[src/rtl/decoder_sel_sequencer.sv]
// Select/enable generator for a 3-to-8 decoder: steps sel either on a debounced
// button press (single-step) or from a free-running divider (auto-scan).
module decoder_sel_sequencer #(
    parameter int DEBOUNCE_CYCLES = 16,
    parameter int SCAN_DIV        = 8
) (
    input  logic       clk,
    input  logic       rst_n,
    input  logic       btn_step,
    input  logic       run_en,
    input  logic       mode_auto,
    output logic [2:0] sel,
    output logic       en,
    output logic       step_pulse,
    output logic       wrap
);

    localparam int SYNC_STAGES = 2;
    localparam int CNT_W       = (DEBOUNCE_CYCLES > 1) ? $clog2(DEBOUNCE_CYCLES) : 1;
    localparam int DIV_W       = (SCAN_DIV > 1) ? $clog2(SCAN_DIV) : 1;

    localparam logic [CNT_W-1:0] CNT_ZERO = '0;
    localparam logic [CNT_W-1:0] CNT_ONE  = CNT_W'(1);
    localparam logic [CNT_W-1:0] CNT_LAST = CNT_W'(DEBOUNCE_CYCLES - 1);
    localparam logic [DIV_W-1:0] DIV_ZERO = '0;
    localparam logic [DIV_W-1:0] DIV_ONE  = DIV_W'(1);
    localparam logic [DIV_W-1:0] DIV_LAST = DIV_W'(SCAN_DIV - 1);

    typedef enum logic [1:0] {
        ST_IDLE = 2'd0,
        ST_STEP = 2'd1,
        ST_SCAN = 2'd2
    } state_t;

    // ------------------------------------------------------------------
    // Button synchroniser and debouncer
    // ------------------------------------------------------------------
    logic [SYNC_STAGES-1:0] sync_reg;
    logic                   btn_s;

    logic [CNT_W-1:0] db_cnt_reg,     db_cnt_next;
    logic             db_level_reg,   db_level_next;
    logic             db_level_d_reg;
    logic             press_reg,      press_next;

    assign btn_s = sync_reg[SYNC_STAGES-1];

    always_ff @(posedge clk or negedge rst_n) begin
        if (!rst_n) begin
            sync_reg <= '0;
        end else begin
            sync_reg <= {sync_reg[SYNC_STAGES-2:0], btn_step};
        end
    end

    // A level change is accepted only after DEBOUNCE_CYCLES consecutive
    // disagreeing samples; any agreeing sample restarts the run.
    always_comb begin
        db_cnt_next   = db_cnt_reg;
        db_level_next = db_level_reg;
        if (btn_s == db_level_reg) begin
            db_cnt_next = CNT_ZERO;
        end else if (db_cnt_reg == CNT_LAST) begin
            db_level_next = btn_s;
            db_cnt_next   = CNT_ZERO;
        end else begin
            db_cnt_next = db_cnt_reg + CNT_ONE;
        end
        press_next = db_level_reg & ~db_level_d_reg;
    end

    always_ff @(posedge clk or negedge rst_n) begin
        if (!rst_n) begin
            db_cnt_reg     <= CNT_ZERO;
            db_level_reg   <= 1'b0;
            db_level_d_reg <= 1'b0;
            press_reg      <= 1'b0;
        end else begin
            db_cnt_reg     <= db_cnt_next;
            db_level_reg   <= db_level_next;
            db_level_d_reg <= db_level_reg;
            press_reg      <= press_next;
        end
    end

    // ------------------------------------------------------------------
    // Sequencer FSM
    // ------------------------------------------------------------------
    state_t           state_reg,      state_next;
    logic [DIV_W-1:0] div_reg,        div_next;
    logic [2:0]       sel_reg,        sel_next;
    logic             en_reg,         en_next;
    logic             step_pulse_reg, step_pulse_next;
    logic             wrap_reg,       wrap_next;
    logic             step;

    always_comb begin
        state_next = state_reg;
        div_next   = DIV_ZERO;
        step       = 1'b0;

        case (state_reg)
            ST_IDLE: begin
                if (run_en) begin
                    state_next = mode_auto ? ST_SCAN : ST_STEP;
                end
            end
            ST_STEP: begin
                step = press_reg;
                if (mode_auto) begin
                    state_next = ST_SCAN;
                end
            end
            ST_SCAN: begin
                step = (div_reg == DIV_LAST);
                if (!mode_auto) begin
                    state_next = ST_STEP;
                end else if (div_reg != DIV_LAST) begin
                    div_next = div_reg + DIV_ONE;
                end
            end
            default: begin
                state_next = ST_IDLE;
            end
        endcase

        // Dropping run_en overrides everything, including a pending step.
        if (!run_en) begin
            state_next = ST_IDLE;
            div_next   = DIV_ZERO;
            step       = 1'b0;
        end

        sel_next        = step ? (sel_reg + 3'd1) : sel_reg;
        step_pulse_next = step;
        wrap_next       = step & (sel_reg == 3'd7);
        en_next         = (state_next != ST_IDLE);
    end

    always_ff @(posedge clk or negedge rst_n) begin
        if (!rst_n) begin
            state_reg      <= ST_IDLE;
            div_reg        <= DIV_ZERO;
            sel_reg        <= 3'd0;
            en_reg         <= 1'b0;
            step_pulse_reg <= 1'b0;
            wrap_reg       <= 1'b0;
        end else begin
            state_reg      <= state_next;
            div_reg        <= div_next;
            sel_reg        <= sel_next;
            en_reg         <= en_next;
            step_pulse_reg <= step_pulse_next;
            wrap_reg       <= wrap_next;
        end
    end

    assign sel        = sel_reg;
    assign en         = en_reg;
    assign step_pulse = step_pulse_reg;
    assign wrap       = wrap_reg;

endmodule

[config.mk]
export PLATFORM = sky130hd
export DESIGN_NAME = decoder_sel_sequencer
export DESIGN_NICKNAME = d
export VERILOG_FILES = /design/src/rtl/decoder_sel_sequencer.sv
export SDC_FILE = /design/constraint.sdc
export NUM_CORES = 1
export LEC_CHECK = 0
export BUFFER_PORTS_ARGS = -buffer_cell sky130_fd_sc_hd__buf_2
export CORE_MARGIN = 2
export CORE_UTILIZATION = 54
export CTS_CLUSTER_SIZE = 20
export DETAILED_ROUTE_END_ITERATION = 12
export PLACE_DENSITY = 0.75
export RECOVER_POWER = 100
export SYNTH_ARGS = -nofsm -noshare
export SYNTH_HDL_FRONTEND = slang
export SYNTH_SLANG_ARGS = --single-unit
[constraint.sdc]
create_clock -name clk -period 1.8 [get_ports clk]
set_input_delay 0.09 -clock clk [delete_from_list [all_inputs] [get_ports clk]]
set_output_delay 0.09 -clock clk [all_outputs]
set_load 0.01 [all_outputs]
Yosys cells after proc, flatten, opt, wreduce, memory -nomap -nowiden --
Index checks and enable logic that the tools add are counted.
Cells by class: $add $sub $neg 3, equality and inequality tests 7, mux-type cells 13, bitwise gates (word level) 4, reduce and logical (&&, ||, !) cells 3
Operators with widths (number):
- 3-bit 2-to-1 mux | 4
- 2-bit 2-to-1 mux | 4
- 4-bit 2-to-1 mux | 2
- 3-bit by 1-bit adder with 3-bit output, second input constant | 2
- 3-bit equality test, second input constant | 2
- 2-bit one-hot mux with 3 select lines | 1
- 4-bit by 1-bit adder with 4-bit output, second input constant | 1
- 4-bit equality test, second input constant | 1
- 3-bit inequality test, second input constant | 1
- 1-bit AND | 2
- 2-bit by 1-bit equality test with 1-bit output, second input constant | 1
- 2-bit equality test, second input constant | 1
- 2-bit zero test | 1
- 1-bit NOT | 2
- 1-bit one-hot mux with 2 select lines | 1
- 2-bit AND reduction | 1
- 2-bit nonzero test | 1
- 1-bit equality test | 1
- 1-bit 2-to-1 mux | 1
Storage, ports and cells: register bits after elaboration 20, input bits 5, output and inout port bits 6, logic and storage cells 41

Longest topological paths before layout --
depth in word-level cells 5, mapped depth 5, gate-level depth less buffers 5

Worst setup path after synthesis --
OpenSTA, ideal clock, no wires.
kind reg-to-reg, start point reg state_reg[0], end point reg sel_reg[1] (netlist: sel[1]), setup time 0.125 ns, arrival 1.320 ns, required time 1.675 ns, path slack 0.355 ns, stages on the path, launching flop included 6, path buffers 0, clock period less this slack 1.445 ns, cells stage by stage dfrtp_1 inv_1 ha_1 a22oi_2 nor2_4 mux2_4
On the way: longest elaborated chain between the ends 3, elaborated cells on any way between the ends 4, classes of those cells eq/ne: 2; mux: 2
Ends and longest elaborated chain:
- start, declared | RTL line 89 | state_t state_reg, state_next;
- start signal, assigned | RTL line 149 | state_reg <= state_next;
- 2-bit equality test or 2-bit by 1-bit equality test with 1-bit output (tied branches) | RTL line 102 | case (state_reg)
- 1-bit one-hot mux with 2 select lines (*) | RTL line 102
- 1-bit 2-to-1 mux (*) | RTL line 128 | if (!run_en) begin
- net step | RTL line 95 | logic step;
- end signal, assigned | RTL line 151 | sel_reg <= sel_next;
- end, declared | RTL line 91 | logic [2:0] sel_reg, sel_next;
The timed path passes the listed nets; every way through them passes the cells marked *. A chain may end at the register's enable or synchronous reset.

Worst setup path after layout --
Same ends and word-level chain as after synthesis.

==> run summary <==
Once the clock tree was built, the resizer swapped 0 gates to a different size. The flow ran to the end, and the final reports show no timing, DRC or antenna violations. The die covers 2000 sq um. The highest metal layer with signal wires was met4.

The share of total power dissipated in the clock network is 31.8%. In this run the most critical hold path is launched from run_en. The die is 44.7 um wide. The number of flip-flops in the largest register works out to 4. After routing, the total negative slack on setup checks comes to 0 ns. Wire segments on met2 add up to 685 um in the final route. Based on the critical path, the design can be clocked at up to 613 MHz. The first routing iteration left 12 violations. At the placement stage, the worst setup path has a slack of 0.252 ns. 11 I/O pins were placed.

Counting along the longest clock path gives a buffer depth of 2. Measured against its own limit, the worst slew margin works out to 32.2%. The share of total power consumed by net switching works out to 23.8%. The endpoint identified for the worst register-to-register timing path is sel[1].

Worst reg2reg path startpoint: state_reg[0]. The routed wirelength normalized by instance count is 13.2 um, and the met1 wire length is 578 um. The tools report the element type at the critical path end as a flip-flop. The final hold violation count is 0, and the register-to-register setup slack is 0.17 ns. The register bit count reported by yosys is 20, and the share of layout cells above drive strength 1 is 11.6%. Yosys printed 0 warnings. Counting instances, the worst hold path has a depth of 3.

Counting every sink on the clock net gives 20. The summed instance area of the synthesized netlist is 895 sq um. The critical path startpoint category was a flip-flop. The final clock period utilization by the worst path was 90.6%.

The run gives 995 um as the placed wire-length estimate. The internal power contribution was 0.000620 W; the maximum cell stage delay along the critical path was 0.44 ns. For this configuration, the core starts out at a cell density of 58.7%. Entering global routing, the biggest net connects 21 pins. After clock tree synthesis, the setup repair step added 0 buffers.

Data on the critical path arrives at its endpoint at 1.82 ns. After detailed routing, the number of remaining DRC violations is 0. Data on the critical path is required at its endpoint by 1.99 ns.

The number of filler instances in the final layout came out at 137. Number of hold buffers added after CTS: 2. The worst hold endpoint was en. Post-route clock skew: 0.00204 ns.

Summed over all nets, the switching power comes to 0.000194 W. The relative contribution of combinational cells to total power came out at 9.5%. Site row count: 14. When the netlist entered floorplanning its net count stood at 85.

The post-synthesis xor/xnor area fraction was 2.94%; the clock edge transition at the registers on the reported setup and hold paths was 0.11 ns. The repair_antennas step left the layout with diodes totalling 0. For the finished layout, the period the worst path requires is 1.63 ns. The path class of the tightest hold or removal check is input pin to flip-flop. The number of antenna violations at the first check in global routing was 0. At the pin with the least slew margin, the transition time is 1.02 ns.

After global routing the overflow that remains totals 0. The tool flagged a number of max-cap violations equal to 0. The combinational family with the most area after synthesis is adder cells. TritonCTS built the clock tree.

The met3 wire length was 48 um; the total count of max-transition violations in the final report was 0. The fraction of the mapped netlist area in adder cells was 14.0%. The fraction of the mapped netlist area in compound gates is 9.09%, and the global placement routability congestion is 0.799. The total number of nets in the final design was 102. Setup violations remaining at the end of the flow were counted as 0. At the later pin of the worst-skew pair, clock insertion delay measures 0.30 ns. The depth of the worst register-to-register path is 5, and the leakage power is 0.496 nW. After detailed routing, the total wire length is 1350 um. The core region is 1520 sq um. The tools report the distinct cell type count of the synthesized netlist as 23. The root buffer cell chosen for the clock tree is sky130_fd_sc_hd__clkbuf_4. The logs give 567 for the total via count in the routed design and 70 for the cell count after synthesis. Relative to the synthesized area, the layout overhead comes to 11.7%. The tools report the maximum vdd drop as 0.000616 V. The maximum fanout along the worst path was 7. Length of the first detailed-routing pass in iterations: 3. The quantity of I/O buffers inserted on ports came out at 10. Setup slack on the critical path of the routed design comes to 0.169 ns. Dividing the detail-routed via count by the number of cells gives 5.56. Of the total power, registers draw 58.8%. On the critical path, the stage with the largest delay is an instance of sky130_fd_sc_hd__dfrtp_1. Clock buffer count from CTS: 3. A synthesized cell averages 12.8 sq um. The portion of the post-synthesis area used by sequential elements came out at 55.9%. The power per cell area was 814 nW/um^2. Setup repair after global routing left no endpoint under its margin. Category of the most critical setup path: flip-flop to flip-flop. In this run the remaining antenna-violating nets after routing total 0. Traced cell by cell, the critical path runs through inv_1 -> ha_1 -> a22oi_1 -> nor2_4 -> mux2_1. After synthesis, the share of cell area in mux cells is 4.62%.

After Yosys synthesis, and, or, nand and nor cells account for 11.3% of the synthesized area. The tools report the number of H-tree levels as 1. The first global-routing pass estimated 2280 um of wire.

The via count of the first global-routing pass is 554, and the y dimension of the die is 44.7 um. Global routing used 16.7% of the available tracks across all layers.
[synthesized netlist by cell type, drive strengths merged]
master | instances | area (sq um)
nand3 | 2 | 10.0
o21bai | 1 | 7.51
xnor2 | 2 | 17.5
nand2b | 2 | 12.5
o21ai | 2 | 10.0
dfrtp | 20 | 500
nor2 | 4 | 22.5
mux2 | 3 | 41.3
a221oi | 1 | 8.76
nand2 | 1 | 3.75
nor2b | 3 | 18.8
xor2 | 1 | 8.76
a211oi | 3 | 22.5
nor3 | 2 | 10.0
and2 | 1 | 7.51
a22oi | 1 | 12.5
nor3b | 1 | 7.51
ha | 10 | 125
nand4b | 1 | 8.76
a21oi | 4 | 20.0
inv | 5 | 18.8
[routing by layer]
layer / vias to the layer above / GRT usage [%]
met2: 10 / 27.0
met4: 0 / 12.7
met3: 4 / 2.40
met1: 276 / 20.2
met5: - / 0
li1: 277 / -
[cell usage in the layout, fill, tap and decap left out, types with 3 or more instances in the layout]
cell | Yosys | routed
sky130_fd_sc_hd__a21oi_1 | 4 | 4
sky130_fd_sc_hd__a211oi_1 | 3 | 3
sky130_fd_sc_hd__buf_2 | 0 | 3
sky130_fd_sc_hd__clkbuf_1 | 0 | 7
sky130_fd_sc_hd__nor2b_1 | 3 | 3
sky130_fd_sc_hd__dfrtp_1 | 20 | 20
sky130_fd_sc_hd__clkbuf_4 | 0 | 3
sky130_fd_sc_hd__ha_1 | 10 | 10
sky130_fd_sc_hd__inv_1 | 5 | 5
sky130_fd_sc_hd__nor2_1 | 3 | 3
[power groups by stage]
| stage | clock network (W) | logic [W] | registers, W |
|---|---|---|---|
| finish | 0.000259 | 0.0000769 | 0.000478 |
| detailed placement | 0 | 0.0000762 | 0.000487 |
| global placement | 0 | 0.0000741 | 0.000486 |
| floorplan | 0 | 0.0000476 | 0.000486 |
| global route | 0.000277 | 0.0000891 | 0.000482 |
| CTS | 0.000267 | 0.0000801 | 0.000478 |
[worst max-delay path by stage]
stage / from / end / slack, ns / cells past startpoint
5_1_grt: state_reg[0] / sel[1] / 0.08 / 5
3_5_place_dp: state_reg[0] / sel[1] / 0.25 / 5
4_1_cts: state_reg[0] / sel[1] / 0.23 / 5
2_1_floorplan: state_reg[0] / sel[1] / 0.36 / 5
6_report: state_reg[0] / sel[1] / 0.17 / 5
3_3_place_gp: state_reg[0] / sel[1] / 0.30 / 5
[layout make-up]
cell class / count / area [sq um] / area share [%]
Clock buffer: 4 / 36.3 / 3.63
Inverter: 5 / 18.8 / 1.88
Multi-Input combinational cell: 45 / 363 / 36.3
Sequential cell: 20 / 500 / 50.1
Tap cell: 16 / 20.0 / 2.00
Timing Repair Buffer: 12 / 61.3 / 6.13
[worst max-delay path, delay by kind of cell (launching register included)]
kind / cells / cell delay [ns]
AOI/OAI and AO/OA: 1 / 0.30
adders and majority gates: 1 / 0.28
buffers and inverters: 1 / 0.09
DFF: 1 / 0.44
muxes: 1 / 0.32
and+or+nand+nor: 1 / 0.08
[cell families (layout without fill, tap and decap cells)]
| logic type | count (synthesis) | after routing |
|---|---|---|
| flops | 20 | 20 |
| simple gates | 17 | 17 |
| compound gates | 12 | 12 |
| fa+ha+maj | 10 | 10 |
| buf+inv | 5 | 21 |
| xor+xnor | 3 | 3 |
| mux | 3 | 3 |
[through the flow]
stage	hold slack [ns]	instance area (sq um)	utilization (%)	std cells	total power, W
floorplan	-0.206	895	-	70	0.000533
global placement	0.0526	965	63.3	96	0.000560
detailed placement	0.0573	965	63.3	96	0.000563
CTS	0.0942	1020	67.0	102	0.000826
global route	0.107	1000	65.6	102	0.000848
finish	0.101	1000	65.6	102	0.000814
No activity file was read; power rests on OpenSTA's default activity.
